[src/rtl/dmem_arbiter.sv]
// dmem_arbiter: shares one data-memory port between the M stage
// and the debug/loader port, with bounded debug starvation.
module dmem_arbiter #(
  parameter int MAX_CORE_BURST = 4,
  parameter int ADDR_W         = 32
) (
  input  logic              clk,
  input  logic              rst,
  input  logic              core_req,
  input  logic              core_we,
  input  logic [ADDR_W-1:0] core_addr,
  input  logic [31:0]       core_wdata,
  input  logic [3:0]        core_be,
  output logic              core_stall,
  output logic [31:0]       core_rdata,
  input  logic              dbg_req,
  input  logic              dbg_we,
  input  logic [ADDR_W-1:0] dbg_addr,
  input  logic [31:0]       dbg_wdata,
  output logic              dbg_gnt,
  output logic              dbg_rvalid,
  output logic [31:0]       dbg_rdata,
  output logic              mem_req,
  output logic              mem_we,
  output logic [ADDR_W-1:0] mem_addr,
  output logic [31:0]       mem_wdata,
  output logic [3:0]        mem_be,
  input  logic              mem_ack,
  input  logic [31:0]       mem_rdata
);

  typedef enum logic [1:0] {
    IDLE,
    BUSY_CORE,
    BUSY_DBG,
    DONE_CORE
  } state_t;

  localparam logic [3:0] LP_MAX = 4'(MAX_CORE_BURST);

  state_t              r_state;
  state_t              w_state_nxt;
  logic [3:0]          r_cnt;
  logic                r_mem_req;
  logic                r_mem_we;
  logic [ADDR_W-1:0]   r_mem_addr;
  logic [31:0]         r_mem_wdata;
  logic [3:0]          r_mem_be;
  logic [31:0]         r_core_rdata;
  logic [31:0]         r_dbg_rdata;
  logic                r_dbg_rvalid;

  logic                w_core_win;
  logic                w_gnt_core;
  logic                w_gnt_dbg;
  logic                w_ack_core;
  logic                w_ack_dbg;
  logic                w_burst_ok;

  assign w_burst_ok = (r_cnt < LP_MAX);
  assign w_core_win = core_req & (~dbg_req | w_burst_ok);
  assign w_ack_core = (r_state == BUSY_CORE) & mem_ack;
  assign w_ack_dbg  = (r_state == BUSY_DBG) & mem_ack;

  // Next-state selection and grant decode
  always_comb begin
    w_state_nxt = r_state;
    w_gnt_core  = 1'b0;
    w_gnt_dbg   = 1'b0;
    unique case (r_state)
      IDLE: begin
        if (w_core_win) begin
          w_gnt_core  = 1'b1;
          w_state_nxt = BUSY_CORE;
        end else if (dbg_req) begin
          w_gnt_dbg   = 1'b1;
          w_state_nxt = BUSY_DBG;
        end
      end
      BUSY_CORE: begin
        if (mem_ack) w_state_nxt = DONE_CORE;
      end
      BUSY_DBG: begin
        if (mem_ack) w_state_nxt = IDLE;
      end
      DONE_CORE: begin
        w_state_nxt = IDLE;
      end
      default: begin
        w_state_nxt = IDLE;
      end
    endcase
  end

  // State register
  always_ff @(posedge clk or negedge rst) begin
    if (!rst) r_state <= IDLE;
    else      r_state <= w_state_nxt;
  end

  // Core burst counter bounding debug starvation
  always_ff @(posedge clk or negedge rst) begin
    if (!rst) begin
      r_cnt <= 4'd0;
    end else if (w_gnt_dbg) begin
      r_cnt <= 4'd0;
    end else if ((r_state == IDLE) & ~dbg_req) begin
      r_cnt <= 4'd0;
    end else if (w_gnt_core & dbg_req & w_burst_ok) begin
      r_cnt <= r_cnt + 4'd1;
    end
  end

  // Memory request: raised on a grant, dropped after the ack
  always_ff @(posedge clk or negedge rst) begin
    if (!rst) begin
      r_mem_req <= 1'b0;
    end else if (w_gnt_core | w_gnt_dbg) begin
      r_mem_req <= 1'b1;
    end else if (w_ack_core | w_ack_dbg) begin
      r_mem_req <= 1'b0;
    end
  end

  // Access fields: captured at grant, held for the whole access
  always_ff @(posedge clk or negedge rst) begin
    if (!rst) begin
      r_mem_we    <= 1'b0;
      r_mem_addr  <= '0;
      r_mem_wdata <= 32'd0;
      r_mem_be    <= 4'd0;
    end else if (w_gnt_core) begin
      r_mem_we    <= core_we;
      r_mem_addr  <= core_addr;
      r_mem_wdata <= core_wdata;
      r_mem_be    <= core_be;
    end else if (w_gnt_dbg) begin
      r_mem_we    <= dbg_we;
      r_mem_addr  <= dbg_addr;
      r_mem_wdata <= dbg_wdata;
      r_mem_be    <= 4'hF;
    end
  end

  // Read data capture and debug completion pulse
  always_ff @(posedge clk or negedge rst) begin
    if (!rst) begin
      r_core_rdata <= 32'd0;
      r_dbg_rdata  <= 32'd0;
      r_dbg_rvalid <= 1'b0;
    end else begin
      r_dbg_rvalid <= w_ack_dbg;
      if (w_ack_core) r_core_rdata <= mem_rdata;
      if (w_ack_dbg)  r_dbg_rdata  <= mem_rdata;
    end
  end

  assign core_stall = core_req & (r_state != DONE_CORE);
  assign core_rdata = r_core_rdata;
  // no grant is reported while reset holds the arbiter
  assign dbg_gnt    = w_gnt_dbg & rst;
  assign dbg_rvalid = r_dbg_rvalid;
  assign dbg_rdata  = r_dbg_rdata;
  assign mem_req    = r_mem_req;
  assign mem_we     = r_mem_we;
  assign mem_addr   = r_mem_addr;
  assign mem_wdata  = r_mem_wdata;
  assign mem_be     = r_mem_be;

endmodule

[config.mk]
export PLATFORM = sky130hd
export DESIGN_NAME = dmem_arbiter
export DESIGN_NICKNAME = d
export VERILOG_FILES = /design/src/rtl/dmem_arbiter.sv
export SDC_FILE = /design/constraint.sdc
export NUM_CORES = 1
export LEC_CHECK = 0
export ABC_AREA = 1
export CAP_MARGIN = 25
export CELL_PAD_IN_SITES_DETAIL_PLACEMENT = 2
export CELL_PAD_IN_SITES_GLOBAL_PLACEMENT = 2
export CORE_MARGIN = 10
export CORE_UTILIZATION = 24
export DETAILED_ROUTE_END_ITERATION = 10
export GPL_ROUTABILITY_DRIVEN = 0
export PLACE_DENSITY_LB_ADDON = 0.1
export RECOVER_POWER = 25
export SKIP_CTS_REPAIR_TIMING = 1
export SLEW_MARGIN = 20
export SYNTH_ARGS = -nofsm -noshare
export SYNTH_HDL_FRONTEND = slang
export SYNTH_SLANG_ARGS = --single-unit
[constraint.sdc]
create_clock -name clk -period 3.2 [get_ports clk]
set_clock_uncertainty 0.1 [all_clocks]
set_input_delay 0.32 -clock clk [delete_from_list [all_inputs] [get_ports clk]]
set_output_delay 0.32 -clock clk [all_outputs]
set_load 0.02 [all_outputs]
==> reports/qor.yml <==
status:
  status: "finished clean"
worst_setup_path:
  cp_top_family: "buffers and inverters"
  rr_worst_depth: 7
  worst-r2r-setup-slack_ns: 1.15
  crit_fanout: 7
  r2r_start: "r_cnt[2]$_DFFE_PN0P_"
  critPathSlowestCell: "clkdlybuf4s50_1"
  crit_required_ns: 2.78
  startpoint_type: "flop"
  crit_type: "reg -> out"
  cp.buffers_inverters: 1
  worstPathArrival_ns: 2.00
  cp_cell_sequence: "nor2_4 > nand2_1 > nor2_1 > clkdlybuf4s50_1"
  rr_endpoint: "mem_addr[24]$_DFFE_PN0P_"
  cpPeakStageDelay_ns: 0.62
  endpoint_kind: "output pin"
global_route:
  grt_overflow_total: 0
  grt_pass1_vias: 7685
  grt_antenna_before_repair: 7
  grt.total_usage_pct: 15.8
  grt_pass1_wl_um: 44900
  grt_max_degree: 70
logic_synthesis:
  postSynthAreaPerCell_um2: 7.08
  synth_cell_types: 18
  yosys.area.top_type_share_pct: 50.7
  synth_area_leaders: "dfrtp_1, nand2_1, inv_1"
  yosysTopAreaCell: "dfrtp_1"
  synthCells: 983
  yosysWarningCount: 0
  ys_ff_latch: 141
  synth_nets: 1155
  syn_area_um2: 6960
  yosysSeqAreaShare_pct: 50.7
sta:
  period_needed_ns: 2.42
  fin_crit_sh_pct: 75.6
  setup_tns_ns: 0
  max_freq_mhz: 414
  fin_hold_ws_ns: 0.379
  setup_viol: 0
  drv_slew: 0
  max-slew-margin-rel_pct: 9.58
  hold_viol_final: 0
  rsz0062_at_grt: "no"
  tightest_slew_ns: 1.36
routing:
  route.met3.wl_um: 2880
  dr_total_vias: 7070
  drt.antenna.violating_nets: 0
  met1_length_um: 12000
  drt_iter0_drc: 319
  drc: 0
  wl_met2_um: 13900
  vias_per_cell: 4.22
  highest_layer: "met5"
  first_pass_iters: 4
  wl_per_cell_um: 17.2
  routed_wl_um: 28900
clock_tree:
  path_clk_slew_ns: 0.06
  htreeDepth: 4
  clk_latency_ns: 0.41
  clockBufferDepth: 2
  cts_root_buf: "clkbuf_16"
  tritoncts: "done"
  cts_sinks: 141
  cts_buffers: 17
die:
  chipHeight_um: 190
  fp.dieArea_um2: 36200
  fp.dieW_um: 190
  core_um2: 28600
  ios: 308
  num_rows: 62
  start_util_pct: 24.3
cells_and_area:
  area_growth_pct: 58.2
  drive_gt1_share_pct: 4.97
  fin_area_um2: 11000
  fin_util_pct: 38.5
  nets: 1446
pwr:
  leakagePower_nw: 6.05
  ir_worst_vdd_mv: 0.343
  power_density_nw_per_um2: 915
  post-layout-total-power_mw: 10.1
min_path:
  whs_endpoint: "mem_wdata[7]$_DFFE_PN0P_"
  min_path_type: "reg -> reg"
  whs_path_depth: 2
  worstHoldStart: "mem_wdata[7]$_DFFE_PN0P_"
job:
  cap_violations: 0
place:
  dpl.hpwl_um: 21500
  place_area_um2: 10400
  numPortBuffers: 307
-- report_power, final --
group / leakage (nW) / switching, mW / internal, mW / total, mW
logic: 4.03 / 2.93 / 2.15 / 5.09
clock network: 0.265 / 0.901 / 1.04 / 1.94
registers: 1.76 / 0.446 / 2.60 / 3.04
total: 6.05 / 4.28 / 5.79 / 10.1
-- per-stage QoR --
stage | worst slack (ns) | std cells
2_1_floorplan | 1.41 | 983
3_3_place_gp | 0.744 | 1638
3_5_place_dp | 0.772 | 1638
4_1_cts | 0.724 | 1670
5_1_grt | 0.650 | 1671
6_report | 0.782 | 1677
-- metal layers --
metal	up-vias	global-route usage [%]
met2	189	26.4
met4	2	3.12
met1	3436	18.1
li1	3433	-
met3	10	7.41
met5	-	0
-- synth_stat cells --
library cell and instances:
o22ai_1 4, nand2_1 402, nand3_1 69, clkbuf_1 18, nand4_1 1, a21boi_0 1, o21ai_0 68, ha_1 1
dfrtp_1 141, o21ai_2 2, buf_2 30, nor2_1 2, inv_1 228, buf_6 2, inv_2 11, nor2_4 1
xnor2_1 1, a21oi_1 1
-- worst max path at each step --
stage	endpoint	depth (start not counted)	slack, ns	from
2_1_floorplan	core_stall	4	1.41	core_req
4_1_cts	dbg_gnt	4	0.72	r_state[1]$_DFFE_PN0P_
3_5_place_dp	dbg_gnt	6	0.77	dbg_req
6_report	dbg_gnt	4	0.78	r_state[1]$_DFFE_PN0P_
5_1_grt	dbg_gnt	4	0.65	r_state[1]$_DFFE_PN0P_
3_3_place_gp	dbg_gnt	6	0.74	dbg_req
-- cells by family after synthesis --
| group | count (synthesis) | share of synthesized area [%] |
|---|---|---|
| fa+ha+maj | 1 | 0.180 |
| compound gates | 76 | 5.68 |
| flops | 141 | 50.7 |
| xor+xnor | 1 | 0.126 |
| buf+inv | 289 | 16.3 |
| simple gates | 475 | 27.0 |
-- registers in the layout, indices dropped and copies added, names as in the netlist --
signal,cells
core_rdata,32
dbg_rdata,32
mem_addr,32
mem_wdata,32
mem_be,4
r_cnt,4
r_state,2
dbg_rvalid,1
mem_req,1
mem_we,1
-- cell usage in the layout, fill, tap and decap left out, types with 2 or more instances in the layout --
cell,instances
clkbuf_2,3
nand3_1,66
dfrtp_1,141
o21ai_4,2
nand2_1,402
buf_4,9
clkinvlp_4,4
clkinv_4,2
diode_2,6
o22ai_1,4
clkbuf_16,17
buf_12,2
nand3_2,2
clkdlybuf4s50_1,305
inv_6,6
inv_8,2
inv_2,11
inv_1,228
nor2_1,2
o21ai_0,68
-- worst min-delay path: stages (launching register included) --
cell	delay, ns
dfrtp_1	0.34
nand2_1	0.05
nand2_1	0.05
-- layout make-up --
cell class / instances / area (µm²)
Tap cell: 384 / 480
Antenna cell: 6 / 15.0
Multi-Input combinational cell: 553 / 2330
Timing Repair Buffer: 322 / 3190
Clock inverter: 14 / 123
Fill cell: 3287 / 17600
Inverter: 239 / 897
Sequential cell: 141 / 3530
Clock buffer: 18 / 439
Power figures use the tool's default switching activity.
